`src/rtl/axil_register_arbiter.sv`:
```
// axil_register_arbiter
//
// Shares one AXI4-Lite register slave (m00) between two requesters (s0 = host
// control path, s1 = on-kernel sequencer). Whole transactions are serialised:
// one read or write is outstanding downstream at a time. Requesters are chosen
// round-robin, and within a requester a pending write beats a pending read.
// All handshakes are passed through combinationally in the granted phase.
// Only the state, the owner, last_grant and the AW/W done flags are registered.
//
// Ports:
//   clk, rst_n          clock, asynchronous active-low reset
//   s0_axi_*, s1_axi_*  upstream AXI4-Lite slave ports (AW, W, B, AR, R)
//   m00_axi_*           downstream AXI4-Lite master port to the register slave
//   grant               one-hot owner of the current transaction, 00 when idle
//   busy                high whenever a transaction is in progress
module axil_register_arbiter #(
  parameter int ADDR_WIDTH = 16,
  parameter int DATA_WIDTH = 32
) (
  input  logic                    clk,
  input  logic                    rst_n,
  // requester 0
  input  logic                    s0_axi_awvalid,
  output logic                    s0_axi_awready,
  input  logic [ADDR_WIDTH-1:0]   s0_axi_awaddr,
  input  logic                    s0_axi_wvalid,
  output logic                    s0_axi_wready,
  input  logic [DATA_WIDTH-1:0]   s0_axi_wdata,
  input  logic [DATA_WIDTH/8-1:0] s0_axi_wstrb,
  output logic                    s0_axi_bvalid,
  input  logic                    s0_axi_bready,
  output logic [1:0]              s0_axi_bresp,
  input  logic                    s0_axi_arvalid,
  output logic                    s0_axi_arready,
  input  logic [ADDR_WIDTH-1:0]   s0_axi_araddr,
  output logic                    s0_axi_rvalid,
  input  logic                    s0_axi_rready,
  output logic [DATA_WIDTH-1:0]   s0_axi_rdata,
  output logic [1:0]              s0_axi_rresp,
  // requester 1
  input  logic                    s1_axi_awvalid,
  output logic                    s1_axi_awready,
  input  logic [ADDR_WIDTH-1:0]   s1_axi_awaddr,
  input  logic                    s1_axi_wvalid,
  output logic                    s1_axi_wready,
  input  logic [DATA_WIDTH-1:0]   s1_axi_wdata,
  input  logic [DATA_WIDTH/8-1:0] s1_axi_wstrb,
  output logic                    s1_axi_bvalid,
  input  logic                    s1_axi_bready,
  output logic [1:0]              s1_axi_bresp,
  input  logic                    s1_axi_arvalid,
  output logic                    s1_axi_arready,
  input  logic [ADDR_WIDTH-1:0]   s1_axi_araddr,
  output logic                    s1_axi_rvalid,
  input  logic                    s1_axi_rready,
  output logic [DATA_WIDTH-1:0]   s1_axi_rdata,
  output logic [1:0]              s1_axi_rresp,
  // downstream register slave
  output logic                    m00_axi_awvalid,
  input  logic                    m00_axi_awready,
  output logic [ADDR_WIDTH-1:0]   m00_axi_awaddr,
  output logic                    m00_axi_wvalid,
  input  logic                    m00_axi_wready,
  output logic [DATA_WIDTH-1:0]   m00_axi_wdata,
  output logic [DATA_WIDTH/8-1:0] m00_axi_wstrb,
  input  logic                    m00_axi_bvalid,
  output logic                    m00_axi_bready,
  input  logic [1:0]              m00_axi_bresp,
  output logic                    m00_axi_arvalid,
  input  logic                    m00_axi_arready,
  output logic [ADDR_WIDTH-1:0]   m00_axi_araddr,
  input  logic                    m00_axi_rvalid,
  output logic                    m00_axi_rready,
  input  logic [DATA_WIDTH-1:0]   m00_axi_rdata,
  input  logic [1:0]              m00_axi_rresp,
  // status
  output logic [1:0]              grant,
  output logic                    busy
);

  typedef enum logic [2:0] {IDLE, WADDR, WRESP, RADDR, RDATA} state_t;

  // Upstream signals gathered into two-entry arrays so the owner index selects them.
  logic                    awvalid_s [2];
  logic [ADDR_WIDTH-1:0]   awaddr_s  [2];
  logic                    wvalid_s  [2];
  logic [DATA_WIDTH-1:0]   wdata_s   [2];
  logic [DATA_WIDTH/8-1:0] wstrb_s   [2];
  logic                    bready_s  [2];
  logic                    arvalid_s [2];
  logic [ADDR_WIDTH-1:0]   araddr_s  [2];
  logic                    rready_s  [2];

  logic                    awready_s [2];
  logic                    wready_s  [2];
  logic                    bvalid_s  [2];
  logic [1:0]              bresp_s   [2];
  logic                    arready_s [2];
  logic                    rvalid_s  [2];
  logic [DATA_WIDTH-1:0]   rdata_s   [2];
  logic [1:0]              rresp_s   [2];

  assign awvalid_s = '{s0_axi_awvalid, s1_axi_awvalid};
  assign awaddr_s  = '{s0_axi_awaddr,  s1_axi_awaddr};
  assign wvalid_s  = '{s0_axi_wvalid,  s1_axi_wvalid};
  assign wdata_s   = '{s0_axi_wdata,   s1_axi_wdata};
  assign wstrb_s   = '{s0_axi_wstrb,   s1_axi_wstrb};
  assign bready_s  = '{s0_axi_bready,  s1_axi_bready};
  assign arvalid_s = '{s0_axi_arvalid, s1_axi_arvalid};
  assign araddr_s  = '{s0_axi_araddr,  s1_axi_araddr};
  assign rready_s  = '{s0_axi_rready,  s1_axi_rready};

  assign s0_axi_awready = awready_s[0];
  assign s0_axi_wready  = wready_s[0];
  assign s0_axi_bvalid  = bvalid_s[0];
  assign s0_axi_bresp   = bresp_s[0];
  assign s0_axi_arready = arready_s[0];
  assign s0_axi_rvalid  = rvalid_s[0];
  assign s0_axi_rdata   = rdata_s[0];
  assign s0_axi_rresp   = rresp_s[0];
  assign s1_axi_awready = awready_s[1];
  assign s1_axi_wready  = wready_s[1];
  assign s1_axi_bvalid  = bvalid_s[1];
  assign s1_axi_bresp   = bresp_s[1];
  assign s1_axi_arready = arready_s[1];
  assign s1_axi_rvalid  = rvalid_s[1];
  assign s1_axi_rdata   = rdata_s[1];
  assign s1_axi_rresp   = rresp_s[1];

  state_t state_q, state_d;
  logic   owner_q, owner_d;       // index of the granted requester
  logic   last_q,  last_d;        // index of the last requester to complete
  logic   aw_done_q, aw_done_d;
  logic   w_done_q,  w_done_d;

  logic   req0, req1, pick;
  logic   aw_fin, w_fin;

  assign req0 = awvalid_s[0] | arvalid_s[0];
  assign req1 = awvalid_s[1] | arvalid_s[1];
  // On a tie the requester that did not complete last wins; otherwise whoever asks.
  assign pick = (req0 & req1) ? ~last_q : req1;

  assign busy  = (state_q != IDLE);
  assign grant = (state_q == IDLE) ? 2'b00 : (owner_q ? 2'b10 : 2'b01);

  // NOTE: state registers use non-blocking assignments so every flop samples
  // the pre-edge value of its inputs regardless of block ordering.
  always_ff @(posedge clk or negedge rst_n) begin
    if (!rst_n) begin
      state_q   <= IDLE;
      owner_q   <= 1'b0;
      last_q    <= 1'b1;
      aw_done_q <= 1'b0;
      w_done_q  <= 1'b0;
    end else begin
      state_q   <= state_d;
      owner_q   <= owner_d;
      last_q    <= last_d;
      aw_done_q <= aw_done_d;
      w_done_q  <= w_done_d;
    end
  end

  // NOTE: every output of this block is given a default before the case so no
  // path leaves a signal unassigned, which would otherwise infer a latch.
  always_comb begin
    state_d   = state_q;
    owner_d   = owner_q;
    last_d    = last_q;
    aw_done_d = aw_done_q;
    w_done_d  = w_done_q;
    aw_fin    = 1'b0;
    w_fin     = 1'b0;

    m00_axi_awvalid = 1'b0;
    m00_axi_awaddr  = '0;
    m00_axi_wvalid  = 1'b0;
    m00_axi_wdata   = '0;
    m00_axi_wstrb   = '0;
    m00_axi_bready  = 1'b0;
    m00_axi_arvalid = 1'b0;
    m00_axi_araddr  = '0;
    m00_axi_rready  = 1'b0;

    for (int i = 0; i < 2; i++) begin
      awready_s[i] = 1'b0;
      wready_s[i]  = 1'b0;
      bvalid_s[i]  = 1'b0;
      bresp_s[i]   = '0;
      arready_s[i] = 1'b0;
      rvalid_s[i]  = 1'b0;
      rdata_s[i]   = '0;
      rresp_s[i]   = '0;
    end

    unique case (state_q)
      IDLE: begin
        if (req0 | req1) begin
          owner_d = pick;
          state_d = awvalid_s[pick] ? WADDR : RADDR;
        end
      end
      WADDR: begin
        m00_axi_awvalid     = awvalid_s[owner_q] & ~aw_done_q;
        m00_axi_awaddr      = awaddr_s[owner_q];
        m00_axi_wvalid      = wvalid_s[owner_q] & ~w_done_q;
        m00_axi_wdata       = wdata_s[owner_q];
        m00_axi_wstrb       = wstrb_s[owner_q];
        awready_s[owner_q]  = m00_axi_awready & ~aw_done_q;
        wready_s[owner_q]   = m00_axi_wready & ~w_done_q;
        // AW and W may finish in either order; both finishing this cycle counts.
        aw_fin    = aw_done_q | (m00_axi_awvalid & m00_axi_awready);
        w_fin     = w_done_q  | (m00_axi_wvalid  & m00_axi_wready);
        aw_done_d = aw_fin;
        w_done_d  = w_fin;
        if (aw_fin & w_fin) state_d = WRESP;
      end
      WRESP: begin
        bvalid_s[owner_q] = m00_axi_bvalid;
        bresp_s[owner_q]  = m00_axi_bresp;
        m00_axi_bready    = bready_s[owner_q];
        if (m00_axi_bvalid & bready_s[owner_q]) begin
          state_d   = IDLE;
          aw_done_d = 1'b0;
          w_done_d  = 1'b0;
          last_d    = owner_q;
        end
      end
      RADDR: begin
        m00_axi_arvalid    = arvalid_s[owner_q];
        m00_axi_araddr     = araddr_s[owner_q];
        arready_s[owner_q] = m00_axi_arready;
        if (m00_axi_arvalid & m00_axi_arready) state_d = RDATA;
      end
      RDATA: begin
        rvalid_s[owner_q] = m00_axi_rvalid;
        rdata_s[owner_q]  = m00_axi_rdata;
        rresp_s[owner_q]  = m00_axi_rresp;
        m00_axi_rready    = rready_s[owner_q];
        if (m00_axi_rvalid & rready_s[owner_q]) begin
          state_d = IDLE;
          last_d  = owner_q;
        end
      end
      default: state_d = IDLE;
    endcase
  end

endmodule
```
`config.mk`:
```
export PLATFORM = sky130hd
export DESIGN_NAME = axil_register_arbiter
export DESIGN_NICKNAME = d
export VERILOG_FILES = /design/src/rtl/axil_register_arbiter.sv
export SDC_FILE = /design/constraint.sdc
export NUM_CORES = 1
export LEC_CHECK = 0
export ABC_AREA = 0
export CORE_AREA = 2 2 136 138
export DETAILED_ROUTE_END_ITERATION = 8
export DIE_AREA = 0 0 138 140
export GPL_ROUTABILITY_DRIVEN = 1
export GPL_TIMING_DRIVEN = 1
export PLACE_DENSITY = 0.61
export SYNTH_ARGS = -nofsm -noshare
export SYNTH_HDL_FRONTEND = slang
export SYNTH_SLANG_ARGS = --single-unit
```
`constraint.sdc`:
```
create_clock -name clk -period 1.8 [get_ports clk]
set_input_delay 0.54 -clock clk [delete_from_list [all_inputs] [get_ports clk]]
set_output_delay 0.54 -clock clk [all_outputs]
set_load 0.02 [all_outputs]
```
Yosys cells after proc, flatten, opt, wreduce, memory -nomap -nowiden
Cells that the tools add are included.

word-level totals
  output and inout port bits = 158
  register bits after elaboration = 7

operators by class
  eq/ne operators = 9
  muxes and demuxes = 69
  magnitude comparators = 3
  reduce and logical (&&, ||, !) cells = 9
  bitwise gates (word level) = 29

operator list
  operator              count
  $mux W32              5
  $mux W16              8
  $and A64 B64 Y64      1
  $mux W64              1
  $demux W32 S1         1
  $mux W1               28
  $mux W4               6
  $mux W2               9
  $mux W3               5
  $pmux W3 S5           1
  $and A1 B1 Y1         11
  $and A2 B2 Y2         5
  $and A4 B4 Y4         2
  $ne A2 B2 Y1 const B  4
  $eq A3 B2 Y1 const B  2
  $pmux W1 S2           3
  $or A1 B1 Y1          5
  $reduce_and A5 Y1     1
  $ge A2 B2 Y1 const B  2
  $not A1 Y2            2
  $reduce_and A2 Y1     2
  $reduce_bool A2 Y1    2
  $eq A3 B1 Y1 const B  1
  $eq A3 B3 Y1 const B  1
  9 further kinds       11

Longest topological paths before layout
  depth in word-level cells = 10
  gate-level depth with buffers = 7

Worst setup path after synthesis
No wires, ideal clock.

  kind = flip-flop to output port
  start point = register state_q[2]
  end point = output m00_axi_awvalid
  buffers on the path = 3
  arrival time = 1.650 ns
  slack = -0.390 ns
  stages on the path, launching flop included = 6
  data required time = 1.260 ns
  cells stage by stage = dfrtp_1 -> buf_2 -> or3b_1 -> buf_6 -> buf_2 -> nor3_1

on the way
  cells in the longest elaborated chain, start to end = 2

ends and longest elaborated chain
  item                    line  RTL
  start, declared         130   state_t state_q, state_d;
  start signal, assigned  157   state_q <= state_d;
  $eq A3 B1 Y1            197   unique case (state_q)
  $mux W1                 197
  end, declared           59    output logic m00_axi_awvalid,

Every way passes these cells.

Worst setup path after layout
  start point = register state_q[1]
  end point = output s1_axi_wready

on the way
  cells in the longest elaborated chain, start to end = 2

ends and longest elaborated chain
  item           line  RTL
  $eq A3 B1 Y1   197
  $mux W2        197
  end, declared  45    output logic s1_axi_wready,

Every way passes these cells.

==> impl_metrics.csv <==
group,metric,value,unit
power_and_ir_drop,fin_total_pwr,11.0,mW
yosys,synth_area_per_inst,6.84,um2
final_layout,multi_input_comb_area,0.00300,mm2
die,die_area,0.0193,mm2
sta,post-route-worst-setup-slack,-0.477,ns
yosys,async_flop_share,1.00,
grt,grt_start_max_net_pins,25,
placement,gp_routability_congestion,0.907,
yosys,yosysUniqueCellTypes,34,
yosys,synth_top_cells_by_area,"mux2i_1 (33%), and2_1 (21%), nor2_1 (14%)",
power_and_ir_drop,worst_vdd_ir,0.785,mV
sta,min_period_over_period,1.27,
grt,global_route.usage.total,0.148,
sta,final.min_clock_period,2.28,ns
grt,global_route_wire_length_before_repair,23000,um
clock_network,tritoncts,"done",
die,num_rows,49,
setup_path,slowest_stage,"or3b_4",
grt,grt_overflow_total,0,
grt,initial_antenna_violation_count,0,
yosys,synthMostInstantiatedCell,"nor2_1",
yosys,sequential_cell_area_fraction_in_the_yosys_report,0.0816,
placement,detailedPlace.worstSlack,-0.668,ns
detailed_routing,drt_first_pass_iters,3,
yosys,synthesis.yosys.warnings,0,
setup_path,worst-r2r-cell-count,8,
setup_path,path_max_fanout,6,
setup_path,cpMostUsedCell,"buf_6",
yosys,synth-adder-area-share,0,
setup_path,rrSetupSlack,-0.24,ns
min_path,holdCritPathClass,"in2async",
sta,fin_worst_skew,0.00223,ns
detailed_routing,dr.first_iter.drc_count,64,
die,floorplan.initialDensity,0.122,
die,boundaryPins,347,
sta,hold_viol,0,
flow_run,drv.max_cap_violation_count,0,
setup_path,worst_ep_required_time,1.26,ns
setup_path,timing.setup.critical_path_class,"reg2out",
detailed_routing,total_vias_in_the_final_route,4064,
setup_path,worstPathCellList,"or3b_4 -> buf_6 -> nor2_4 -> and3_4 -> buf_6",
clock_network,ctsRootBufferMaster,"clkbuf_16",
placement,post-dp-hpwl,12100,um
final_layout,post_route_cells_drive_above_1_share,0.652,
yosys,post-synth-top-area-fraction,0.334,
clock_network,clk_pin_slew_worst_paths,0.04,ns
yosys,netlist_instances,316,
final_layout,register_area,180,um2
power_and_ir_drop,static_leakage,3.73,nW
yosys,synthFlopType,"dfrtp_1",
sta,least_margin_pin_slew,0.335,ns
detailed_routing,routed_via_density,4.11,
yosys,synth_mux_area_frac,0.354,
run_status,failing_checks,"setup timing",
yosys,synth_xor_xnor_area_share,0.00405,
detailed_routing,detail_route.wl_per_cell,17.0,um
yosys,synthesis.nets,505,
sta,max_freq,0.439,GHz
sta,grt_setup_unrepaired,"true",
setup_path,critical_path.reg2reg.endpoint,"state_q[1]",
detailed_routing,post_route_wl,16800,um
yosys,synth_top_family_by_area,"simple AND/OR/NAND/NOR gates",
setup_path,startpoint_class_of_the_critical_path,"flop",
yosys,mappedNetlistArea,0.00216,mm2
power_and_ir_drop,power.density,1260,mW/mm2
detailed_routing,remaining_design_rule_violation_count,0,
setup_path,critical_path.reg2reg.startpoint,"owner_q",
detailed_routing,route.antenna.remaining_nets,0,
grt,first_global_vias,4174,
yosys,postSynthRegisterBits,7,
die,dieHeight,140,um
clock_network,hold_bufs_at_cts,0,
die,die_w,138,um
final_layout,num-nets-final,949,
final_layout,layout_area_overhead,302,%
yosys,yosysTopAreaCell,"mux2i_1",
sta,report.final.slew_viol_count,0,
yosys,synth-compound-area-share,0.0481,
final_layout,num_antenna_cells,0,
setup_path,cp_slowest_stage_delay,0.52,ns
sta,report.final.setup_viol,161,
clock_network,worst_skew_pair.late_latency,0.23,ns
yosys,synth_enable_flop_cells,0,
clock_network,numCtsBuffers,3,
die,core_area,0.0178,mm2
setup_path,critical_path.startpoint,"state_q[1]",
placement,port_buffers,346,
setup_path,worst_setup_path_end_kind,"primary output",
clock_network,htree_num_levels,1,
run_status,outcome,"complete, but fails checks",
setup_path,timing.critical_path.arrival,1.74,ns
yosys,synth_simple_gate_area_frac,0.441,
clock_network,clock_path_buffers,2,
yosys,synth.cells.most_frequent,"nor2_1 (82), mux2i_1 (72), and2_1 (71), buf_2 (11), clkbuf_1 (10)",
clock_network,cts.sinks,7,
sta,worst_slew_slack_as_a_fraction_of_its_limit,0.770,
final_layout,fill_cells,1584,
## report_power, final
| group | switching, mW | internal [mW] | leakage (nW) | total, mW |
|---|---|---|---|---|
| combinational | 4.59 | 5.61 | 3.61 | 10.2 |
| sequential | 0.128 | 0.257 | 0.0820 | 0.385 |
| clock | 0.0829 | 0.295 | 0.0382 | 0.378 |
| total | 4.80 | 6.16 | 3.73 | 11.0 |
## timing repair
action                                 CTS  global route
cloned                                   5            11
endpoints found under the hold margin    0             0
setup buffers                           16            29
resized for setup                      679           377
pin swaps                                9            62
setup endpoints to repair              162           162
## metrics by stage
| step | cells | area [um2] | hold WS, ns | util | setup TNS [ns] |
|---|---|---|---|---|---|
| final | 988 | 8700 | 0.584 | 0.489 | -56.90 |
| after global routing | 988 | 8700 | 0.618 | 0.489 | -68.20 |
| after CTS | 951 | 7670 | 0.594 | 0.431 | -61.69 |
| after detailed placement | 926 | 7030 | 0.633 | 0.396 | -87.91 |
| after global placement | 926 | 7030 | 0.618 | 0.396 | -86.43 |
| after floorplan | 316 | 2970 | 0.244 | - | -8.93 |
## metal layers
layer | vias to the layer above | wire length, um | track usage
met4 | 0 | 342 | 0.0236
met5 | - | 0 | 0
met3 | 20 | 1110 | 0.0304
met1 | 1893 | 5830 | 0.154
met2 | 213 | 9530 | 0.307
li1 | 1938 | - | -
## registers in the layout (all words and copies together), names as in the netlist
signal	count
last_q	1
aw_done_q	1
w_done_q	1
state_q	3
owner_q	1
## cells by family after synthesis
| kind of cell | count (synthesis) |
|---|---|
| mux | 76 |
| simple gates | 186 |
| buf+inv | 32 |
| xor+xnor | 1 |
| flops | 7 |
| compound gates | 14 |
## area by class of cell
class	instances	area share
inverter	4	0.00201
sequential	7	0.0207
tap	229	0.0329
multi-input combinational	278	0.345
timing repair buffer	466	0.590
clock buffer	4	0.00906
## worst max-delay path by stage
stage	end	slack, ns	cells past startpoint
finish	s1_axi_wready	-0.48	5
global route	s1_axi_rdata[10]	-0.53	7
CTS	m00_axi_awaddr[15]	-0.50	4
detailed placement	m00_axi_bready	-0.67	4
global placement	m00_axi_bready	-0.68	4
floorplan	m00_axi_awaddr[0]	-0.17	6
## worst max-delay path: cells and delay by family (launching register included)
kind / cells / cell delay, ns
and+or+nand+nor: 3 / 0.82
DFF: 1 / 0.40
buffers and inverters: 2 / 0.27
## cell usage in the layout, fill, tap and decap left out, drive strengths merged, types with 6 or more instances in the layout
cell type,count
clkdlybuf4s15,14
clkdlybuf4s50,187
mux2i,72
clkbuf,12
nand2,9
nor2,84
dfrtp,6
buf,256
and2,71
and3,8
No activity file was read; power rests on OpenSTA's default activity.
